File: config.mk
export PLATFORM = sky130hd
export DESIGN_NAME = i2c_config_sequencer
export DESIGN_NICKNAME = d
export VERILOG_FILES = /design/src/rtl/i2c_config_sequencer.sv
export SDC_FILE = /design/constraint.sdc
export NUM_CORES = 1
export LEC_CHECK = 0
export ABC_AREA = 1
export CAP_MARGIN = 20
export CORE_AREA = 10 10 74 76
export DETAILED_ROUTE_END_ITERATION = 12
export DIE_AREA = 0 0 84 86
export PLACE_DENSITY = 0.76
export RECOVER_POWER = 50
export SETUP_SLACK_MARGIN = 0.4
export SLEW_MARGIN = 25
export SYNTH_ARGS = -nofsm -noshare
export SYNTH_HDL_FRONTEND = slang
export SYNTH_SLANG_ARGS = --single-unit
File: constraint.sdc
create_clock -name clk_i -period 1.9 [get_ports clk_i]
set_input_delay 0.19 -clock clk_i [delete_from_list [all_inputs] [get_ports clk_i]]
set_output_delay 0.19 -clock clk_i [all_outputs]
set_load 0.01 [all_outputs]
File: src/rtl/i2c_config_sequencer.sv
// i2c_config_sequencer: walks a fixed ROM of HDMI transmitter register writes on a start
// pulse. For each entry it presents {device address, register, value} to the I2C write
// controller, issues a one-cycle i2c_start_o, then waits for the controller's busy
// handshake. A short idle gap separates transactions.
//
// Ports:
//   clk_i        sequencer clock (250 kHz domain)
//   rst_i        synchronous active-high reset
//   start_i      one-cycle request to run the full sequence
//   i2c_busy_i   high while the I2C controller is transferring
//   address_o    7-bit I2C device address (constant DEV_ADDR)
//   data_0_o     register index of the current entry
//   data_1_o     register value of the current entry
//   i2c_start_o  one-cycle transaction request
//   busy_o       high from accepted start until done or error
//   done_o       level; all NUM_REGS entries completed
//   error_o      level; a handshake timeout occurred
//   index_o      ROM index of the entry in flight
module i2c_config_sequencer #(
  parameter logic [6:0]  DEV_ADDR    = 7'h39,
  parameter int unsigned NUM_REGS    = 10,  // 1..16
  parameter int unsigned GAP_CYCLES  = 4,   // 1..255
  parameter int unsigned ACK_TIMEOUT = 16   // 2..255
) (
  input  logic       clk_i,
  input  logic       rst_i,
  input  logic       start_i,
  input  logic       i2c_busy_i,
  output logic [6:0] address_o,
  output logic [7:0] data_0_o,
  output logic [7:0] data_1_o,
  output logic       i2c_start_o,
  output logic       busy_o,
  output logic       done_o,
  output logic       error_o,
  output logic [3:0] index_o
);

  localparam logic [3:0] LastIdx = 4'(NUM_REGS - 1);
  localparam logic [7:0] GapLast = 8'(GAP_CYCLES - 1);
  // The i2c_start cycle itself counts toward the timeout, so ERROR is entered
  // ACK_TIMEOUT cycles after the request pulse.
  localparam logic [7:0] AckLast = 8'(ACK_TIMEOUT - 2);

  typedef enum logic [2:0] {
    StIdle,
    StLoad,
    StStart,
    StWaitAck,
    StWaitDone,
    StGap,
    StDone,
    StError
  } state_e;

  state_e     state_q, state_d;
  logic [7:0] cnt_q, cnt_d;
  logic [3:0] index_q, index_d;
  logic [7:0] data0_q, data0_d;
  logic [7:0] data1_q, data1_d;
  logic       i2c_start_q, i2c_start_d;
  logic       busy_q, busy_d;
  logic       done_q, done_d;
  logic       error_q, error_d;
  logic [15:0] rom_word;

  // {register, value} table; entries beyond NUM_REGS are never addressed.
  function automatic logic [15:0] rom_entry(input logic [3:0] idx);
    logic [15:0] word;
    case (idx)
      4'd0:    word = 16'h4110;
      4'd1:    word = 16'h9803;
      4'd2:    word = 16'h9AE0;
      4'd3:    word = 16'h9C30;
      4'd4:    word = 16'h9D61;
      4'd5:    word = 16'hA2A4;
      4'd6:    word = 16'hA3A4;
      4'd7:    word = 16'hE0D0;
      4'd8:    word = 16'hF900;
      4'd9:    word = 16'h1500;
      default: word = 16'h0000;
    endcase
    return word;
  endfunction

  assign rom_word = rom_entry(index_q);

  always_comb begin
    state_d = state_q;
    cnt_d   = cnt_q;
    index_d = index_q;
    data0_d = data0_q;
    data1_d = data1_q;
    busy_d  = busy_q;
    done_d  = done_q;
    error_d = error_q;

    case (state_q)
      // start is only honoured when not busy; DONE/ERROR restart from entry 0.
      StIdle, StDone, StError: begin
        if (start_i) begin
          state_d = StLoad;
          busy_d  = 1'b1;
          done_d  = 1'b0;
          error_d = 1'b0;
          index_d = 4'd0;
        end
      end
      StLoad: begin
        data0_d = rom_word[15:8];
        data1_d = rom_word[7:0];
        state_d = StStart;
      end
      StStart: begin
        cnt_d   = 8'd0;
        state_d = StWaitAck;
      end
      StWaitAck: begin
        if (i2c_busy_i) begin
          state_d = StWaitDone;
        end else if (cnt_q >= AckLast) begin
          state_d = StError;
          busy_d  = 1'b0;
          error_d = 1'b1;
        end else if (cnt_q != 8'hFF) begin
          cnt_d = cnt_q + 8'd1;
        end
      end
      StWaitDone: begin
        if (!i2c_busy_i) begin
          cnt_d   = 8'd0;
          state_d = StGap;
        end
      end
      StGap: begin
        if (cnt_q >= GapLast) begin
          if (index_q >= LastIdx) begin
            state_d = StDone;
            busy_d  = 1'b0;
            done_d  = 1'b1;
          end else begin
            index_d = index_q + 4'd1;
            state_d = StLoad;
          end
        end else if (cnt_q != 8'hFF) begin
          cnt_d = cnt_q + 8'd1;
        end
      end
      default: state_d = StIdle;
    endcase

    // Registered so the pulse coincides exactly with the START state.
    i2c_start_d = (state_d == StStart);
  end

  always_ff @(posedge clk_i) begin
    if (rst_i) begin
      state_q     <= StIdle;
      cnt_q       <= 8'd0;
      index_q     <= 4'd0;
      data0_q     <= 8'd0;
      data1_q     <= 8'd0;
      i2c_start_q <= 1'b0;
      busy_q      <= 1'b0;
      done_q      <= 1'b0;
      error_q     <= 1'b0;
    end else begin
      state_q     <= state_d;
      cnt_q       <= cnt_d;
      index_q     <= index_d;
      data0_q     <= data0_d;
      data1_q     <= data1_d;
      i2c_start_q <= i2c_start_d;
      busy_q      <= busy_d;
      done_q      <= done_d;
      error_q     <= error_d;
    end
  end

  // Device address never changes, so it is tied rather than stored.
  assign address_o   = DEV_ADDR;
  assign data_0_o    = data0_q;
  assign data_1_o    = data1_q;
  assign i2c_start_o = i2c_start_q;
  assign busy_o      = busy_q;
  assign done_o      = done_q;
  assign error_o     = error_q;
  assign index_o     = index_q;

endmodule

Yosys cells after proc, flatten, opt, wreduce, memory -nomap -nowiden. Memories as Yosys holds them, arrays and structs flattened. A register that Yosys moved wholly into a read port is not among the register bits. Cells that the tools add are included.

$add $sub $neg: 2. Equality and inequality tests: 18. Order comparisons: 3. Mux-type cells: 30. Reduce and logical (&&, ||, !) cells: 11.

Operators with widths (count): 8-bit 2-to-1 mux (5); 8-bit case mux with 4 select lines (1); 3-bit 2-to-1 mux (6); 2-bit inequality test (second input constant) (9); 3-bit case mux with 6 select lines (1); 3-bit == test (second input constant) (4); 4-bit 2-to-1 mux (3); 4-bit AND reduction (3); 1-bit 2-to-1 mux (10); 3-bit by 2-bit == test with 1-bit output (second input constant) (3); 8-bit by 1-bit adder with 8-bit output (second input constant) (1); 8-bit by 2-bit greater-or-equal comparator with 1-bit output (second input constant) (1); 8-bit by 4-bit greater-or-equal comparator with 1-bit output (second input constant) (1); 8-bit inequality test (second input constant) (1); 4-bit case mux with 2 select lines (1); 6-bit AND reduction (1); 5-bit AND reduction (1); 4-bit by 1-bit adder with 4-bit output (second input constant) (1); 4-bit greater-or-equal comparator (second input constant) (1); 1-bit case mux with 2 select lines (2); 2-bit nonzero test (2); 4-bit nonzero test (1); 3-bit by 1-bit == test with 1-bit output (second input constant) (1); 3-bit zero test (1); other kinds (3) (3).

Memories: 1. Flip-flop bits (word level): 27. Input bits: 4. Output and inout bits: 31. Logic and storage cells: 73. ROM bits: 240.

Memories: (name not given) (words 16, width 15, read ports 1, clocked after Yosys merged registers in 1, wr ports 0, line 70) `case (idx)`.

Logic depth before layout (Yosys ltp). Gate-level depths: netlist of run 1.

Depth in word-level cells: 5. Mapped depth: 11. Gate-level depth less buffers: 11.

Least setup slack after synthesis of run 1. Ideal clock, no wire load.

Path kind: register to register. Start: register index_q[0], in the netlist index_o[0]. End: register busy_q, in the netlist busy_o. Period minus slack after synthesis: 1.534 ns. Arrival: 1.419 ns. Setup slack: 0.366 ns. Library setup time: 0.115 ns. Required time: 1.785 ns. Buffers on the path: 0. Cell stages (with the launch flop): 11. Path through: dfxtp_1 -> inv_1 -> ha_1 -> nand2_1 -> o21ai_1 -> nand2_1 -> nand2_1 -> nor2_1 -> nand3_1 -> nand2_1 -> nor2_1.

Longest elaborated chain between the ends: 3.

Ends and longest elaborated chain: start, declared (line 58) `logic [3:0] index_q, index_d;`; start signal, assigned (line 170) `index_q <= index_d;`; 4-bit greater-or-equal comparator (line 137) `if (index_q >= LastIdx) begin`; 2-bit inequality test (no source line); 6-bit AND reduction (no source line); end signal, assigned (line 174) `busy_q <= busy_d;`; end, declared (line 62) `logic busy_q, busy_d;`.

Every way passes these cells. A chain may end at the register's enable or synchronous reset.

Worst setup path after layout of run 1.
Start: register state_q[1]. End: register index_q[3], in the netlist index_o[3].

Longest elaborated chain between the ends: 4. Elaborated cells between the ends (all ways): 11. Classes of those cells: eq/ne: 6; mux: 1; reduce/logical: 4.

Ends and longest elaborated chain: start, declared (line 56) `state_e state_q, state_d;`; start signal, assigned (line 158) `state_q <= StIdle;`; start signal, assigned (line 168) `state_q <= state_d;`; 3-bit == test / 3-bit zero test (equally long branches) (line 98) `case (state_q)`; 3-bit OR reduction (line 98); 2-bit inequality test (no source line) / 2-bit nonzero test (equally long branches); 4-bit AND reduction (no source line).

Parallel ways exist; a longest one is shown, timed or not.

==> results.json, run 1 <==
{
  "ys_ff_latch": 34,
  "grt_first_pass_wirelength_mm": 8.135,
  "crit_arrival_ns": 1.75,
  "numCtsBuffers": 5,
  "worst_hold_path_type": "register to register",
  "drive_above_1_share": 0.2152,
  "cp-start-kind": "register",
  "ys_top_cells_by_area": "dfxtp_1 (35%), nand2_1 (12%), nor2_1 (8.7%)",
  "synthFlopType": "dfxtp_1",
  "wl_per_cell_um": 13.89,
  "drc": 0,
  "layout_commonest_cell": "nand2_1",
  "maxSlewViolCount": 0,
  "ys_types": 31,
  "cp.required_ns": 2.11,
  "grt_pass1_vias": 1754,
  "dr_total_vias": 1888,
  "synth.avg_cell_area_um2": 6.919,
  "min_to": "cnt_q[6]",
  "r2r_cells": 10,
  "critPathBufInv": 3,
  "vias_per_cell": 5.158,
  "rsz0062_at_grt": "yes",
  "setup_slack_ns": 0.3587,
  "htreeDepth": 2,
  "critical-path-top-delay-family": "simple AND/OR/NAND/NOR gates",
  "syn_to_final_growth_pct": 30.05,
  "preCtsSetupSlack_ns": 0.2487,
  "finalSetupViolCount": 0,
  "drt_iter0_drc": 117,
  "worstHoldStart": "cnt_q[6]",
  "p_per_area_mw_per_mm2": 1297,
  "grt_usage": 0.1330,
  "cpMostUsedCell": "nand2_2",
  "leakagePower_nw": 1.096,
  "place.gp.congestion": 0.8794,
  "dr.pass1.iters": 4,
  "ios": 35,
  "ant_nets": 0,
  "crit_chain": "inv_1 > nand3_1 > inv_2 > nor2_4 > nand2_2 > nand2_2 > nand2_4 > clkinv_2 > nand2_1 > a21oi_1",
  "reg2reg_slack_ns": 0.36,
  "die_w_um": 84,
  "fmax_mhz": 648.8,
  "fill_cells": 348,
  "yosys.area.top_type": "dfxtp_1",
  "hold_violations": 0,
  "crit_path_max_fanout": 7,
  "ys_seq_area_frac": 0.3501,
  "outcome": "finished, final reports clean",
  "endpoint_kind": "register",
  "r2r-start": "state_q[1]",
  "ys_async_sr_fraction": 0,
  "routed_wl_mm": 5.082,
  "crit_type": "register to register",
  "clkTransAtPathRegs_ns": 0.07,
  "yosysWarningCount": 0,
  "globalRouteOverflowTotal": 0,
  "cp.depth": 10,
  "cp_slowest_stage_delay_ns": 0.40,
  "synth_top_area_share": 0.3501,
  "io_buffers": 26,
  "synthCells": 281,
  "r2r-end": "index_o[3]",
  "grt_max_degree": 17,
  "fin_nets": 327,
  "dieArea_mm2": 0.007224,
  "cap_violations": 0,
  "dp_hpwl_mm": 3.538,
  "clock_sinks": 34,
  "start_util": 0.4896,
  "tritoncts": "done",
  "ctsRootBufferMaster": "clkbuf_8",
  "synth_edf_count": 0,
  "final_cell_mix": "nand2_1 (56), nor2_1 (38), dfxtp_1 (26)",
  "hold_depth": 2,
  "die_h_um": 86,
  "vdd_drop_max_mv": 0.6555,
  "core_mm2": 0.003971,
  "synthesis.area_mm2": 0.001944,
  "cts_buffer_depth": 2,
  "fin_tns_setup_ns": 0,
  "fin_crit_sh": 0.8112,
  "n_antenna_cell": 0,
  "rows": 23,
  "slowest_stage": "dfxtp_2",
  "period_needed_ns": 1.541,
  "antenna_found_initial": 0,
  "finalClockSkew_ns": 0.002607,
  "worst_skew_pair.late_latency_ns": 0.28
}
power breakdown:
part,switching [W],internal (W)
logic,0.000920,0.000645
registers,0.000171,0.000894
clock network,0.000257,0.000392
tightest hold or removal path, delay by kind of cell (launching register included):
family / cells / cell delay (ns)
DFF: 1 / 0.32
and+or+nand+nor: 2 / 0.09
routing by layer:
| layer | track usage | routed length [um] | vias to the layer above |
|---|---|---|---|
| li1 | - | - | 961 |
| met4 | 0.05327 | 147 | 0 |
| met2 | 0.2160 | 2469 | 69 |
| met3 | 0.04730 | 359 | 14 |
| met5 | 0 | 0 | - |
| met1 | 0.1560 | 2104 | 844 |
how the worst max path moves through the flow:
stage | start | to | slack (ns)
2_1_floorplan | index_o[1] | busy_o | 0.42
3_3_place_gp | index_o[1] | index_o[3] | 0.25
3_5_place_dp | index_o[1] | index_o[0] | 0.25
4_1_cts | cnt_q[0] | cnt_q[4] | 0.40
5_1_grt | state_q[1] | data_1_o[0] | 0.20
6_report | state_q[1] | index_o[3] | 0.36
state kept, by name (all words and copies together), names as in the netlist:
name and cells:
cnt_q 8, data_0_o 8, data_1_o 7, index_o 4
state_q 3, busy_o 1, done_o 1, error_o 1
i2c_start_o 1
what timing repair did:
action / CTS / global route
hold buffers: 0 / 0
resized for setup: 17 / 31
buffers inserted: 3 / 2
pin swaps: 3 / 16
setup endpoints to repair: 18 / 21
metrics by stage:
step	cells	area (um2)	utilization	hold slack, ns	total power (W)
after detailed placement	353	2240	0.5640	0.4480	0.002369
after CTS	364	2407	0.6062	0.4576	0.003098
final	366	2529	0.6367	0.4578	0.003279
after global routing	366	2529	0.6367	0.4757	0.003513
after global placement	353	2240	0.5640	0.4424	0.002339
after floorplan	287	1968	-	0.3947	0.001941
cell families after synthesis:
family,after synthesis,share of synthesized area
other cells,2,0.003862
simple gates,145,0.3571
flops,34,0.3501
compound gates,49,0.1371
buf+inv,43,0.1004
fa+ha+maj,8,0.05148
synthesized netlist by cell type (3+ instances only):
master,number
nand2_4,3
nand3_2,3
ha_1,8
inv_1,20
inv_2,7
o21ai_1,3
nand3_1,13
clkbuf_1,5
o21ai_0,12
nand2_1,64
o211ai_1,3
dfxtp_1,34
nor2_1,45
nand4_1,7
buf_4,8
a21oi_1,25
final cells by class:
class / instances / area [um2] / share of cell area
inverters: 28 / 108.9 / 0.04305
repair buffers: 36 / 335.3 / 0.1326
flip-flops and latches: 34 / 703.2 / 0.2781
well taps: 50 / 62.56 / 0.02474
clock buffers: 7 / 76.32 / 0.03018
multi-input cells: 210 / 1212 / 0.4795
clock inverters: 1 / 30.03 / 0.01188
Note: power is estimated with default switching activity, not from simulation.
==> run 2, diff against run 1 <==
Clock period 1.9 ns to 1.6 ns, I/O delays scaled along.
==> run 2 against run 1 <==
Non-clock buffer count rose by 18. Hold slack got worse by 0.0062 ns. Highest routed layer unchanged. First-iteration DRC count fell by 5.1%. Critical path type unchanged.
==> results.json, run 2 (same netlist as run 1, synthesis figures left out) <==
{
  "outcome": "finished, final reports clean",
  "multiInputGateArea_mm2": 0.001369,
  "io_buffers": 26,
  "core_mm2": 0.003971,
  "finalClockSkew_ns": 0.004499,
  "dr.pass1.iters": 4,
  "rows": 23,
  "cpMostUsedCell": "nand2_4",
  "vias_per_cell": 5.346,
  "htreeDepth": 2,
  "routed_wl_mm": 6.082,
  "grt_pass1_vias": 1903,
  "syn_to_final_growth_pct": 45.30,
  "final_cell_mix": "nand2_1 (46), nor2_1 (33), dfxtp_1 (25)",
  "place.gp.congestion": 0.8917,
  "layout_commonest_cell": "nand2_1",
  "cp.required_ns": 1.79,
  "wl_per_cell_um": 15.84,
  "fin_tns_setup_ns": 0,
  "cts_buffer_depth": 2,
  "crit_path_max_fanout": 4,
  "crit_arrival_ns": 1.67,
  "crit_chain": "inv_6 > ha_4 > nand2_4 > o21ai_4 > nand2_2 > nand2_4 > nor2_2 > nand3_1 > nand2_1 > nor2_1",
  "grt_usage": 0.1511,
  "ctsRootBufferMaster": "clkbuf_8",
  "worst_skew_pair.late_latency_ns": 0.29,
  "hold_violations": 0,
  "vdd_drop_max_mv": 0.8506,
  "dieArea_mm2": 0.007224,
  "die_h_um": 86,
  "clkTransAtPathRegs_ns": 0.07,
  "endpoint_kind": "register",
  "ios": 35,
  "dp_hpwl_mm": 3.676,
  "hold_slack_ns": 0.4515,
  "grt_max_degree": 17,
  "maxSlewViolCount": 0,
  "fill_cells": 321,
  "grt_first_pass_wirelength_mm": 9.128,
  "start_util": 0.4896,
  "finalSetupViolCount": 0,
  "clock_sinks": 34,
  "cp_slowest_stage_delay_ns": 0.46,
  "fin_nets": 345,
  "worst_hold_path_type": "register to register",
  "n_antenna_cell": 0,
  "die_w_um": 84,
  "utilization": 0.7114,
  "ctsHoldBuffers": 0,
  "rsz0062_at_grt": "yes",
  "stdcell_count": 384,
  "tritoncts": "done",
  "period_needed_ns": 1.483,
  "fmax_mhz": 674.4,
  "dp_cells": 355,
  "leakagePower_nw": 1.264,
  "drive_above_1_share": 0.3653,
  "ff_latch_area_um2": 706.9,
  "cp-start-kind": "register",
  "power_w": 0.004244,
  "dr_total_vias": 2053,
  "drc": 0,
  "globalRouteOverflowTotal": 0,
  "fin_crit_sh": 0.9268,
  "p_per_area_mw_per_mm2": 1502,
  "drt_iter0_drc": 111,
  "numCtsBuffers": 5,
  "crit_type": "register to register",
  "slowest_stage": "dfxtp_1",
  "ant_nets": 0,
  "antenna_found_initial": 0,
  "cap_violations": 0
}
run 2: cell count changes in the layout (fill, tap and decap cells not counted), moves of 7 or more:
cell and delta:
nand2_1 -10, dlygate4sd2_1 +21, nand2_2 +7, dlygate4sd3_1 -13
buf_4 +11, clkdlybuf4s50_1 -10, buf_6 +8
run 2: cell type report:
class,instances,share of cell area
Clock inverter,2,0.004429
Tap cell,50,0.02214
Timing Repair Buffer,54,0.1652
Multi-Input combinational cell,210,0.4845
Inverter,28,0.04429
Clock buffer,6,0.02923
Sequential cell,34,0.2502
run 2: final timing paths:
kind,from,to,slack (ns),depth (start not counted)
setup reg to reg,index_o[1],busy_o,0.12,10
hold / removal,error_o,error_o,0.45,2
hold reg to reg,error_o,error_o,0.45,2
setup / recovery,index_o[1],busy_o,0.12,10
run 2: critical path: cells and delay by family, from the launching register on:
kind / cells / cell delay [ns]
AOI/OAI and AO/OA: 1 / 0.07
adders and majority gates: 1 / 0.17
buffers and inverters: 1 / 0.07
DFF: 1 / 0.46
and+or+nand+nor: 7 / 0.61
run 2: power breakdown:
group / switching [W] / total, W / internal, W
clock: 0.000338 / 0.000684 / 0.000346
sequential: 0.000214 / 0.00128 / 0.00107
combinational: 0.00132 / 0.00228 / 0.000959
total: 0.00187 / 0.00424 / 0.00237
run 2: what timing repair did:
action | 4_1_cts | 5_1_grt
cloned | 0 | 0
endpoints found under the setup margin | 56 | 34
pin swaps | 24 | 20
buffers inserted | 11 | 10
gates resized for setup | 80 | 34
run 2: through the flow:
step | worst slack, ns | cell area (um2)
2_1_floorplan | 0.2720 | 2038
3_3_place_gp | 0.1077 | 2325
3_5_place_dp | 0.09480 | 2325
4_1_cts | 0.1690 | 2678
5_1_grt | 0.02093 | 2825
6_report | 0.1171 | 2825
run 2: per-layer routing:
layer  GRT usage  wire length (um)
met5           0                 0
met4     0.05632               115
met3     0.04447               522
met2      0.2669              3150
met1      0.1677              2294
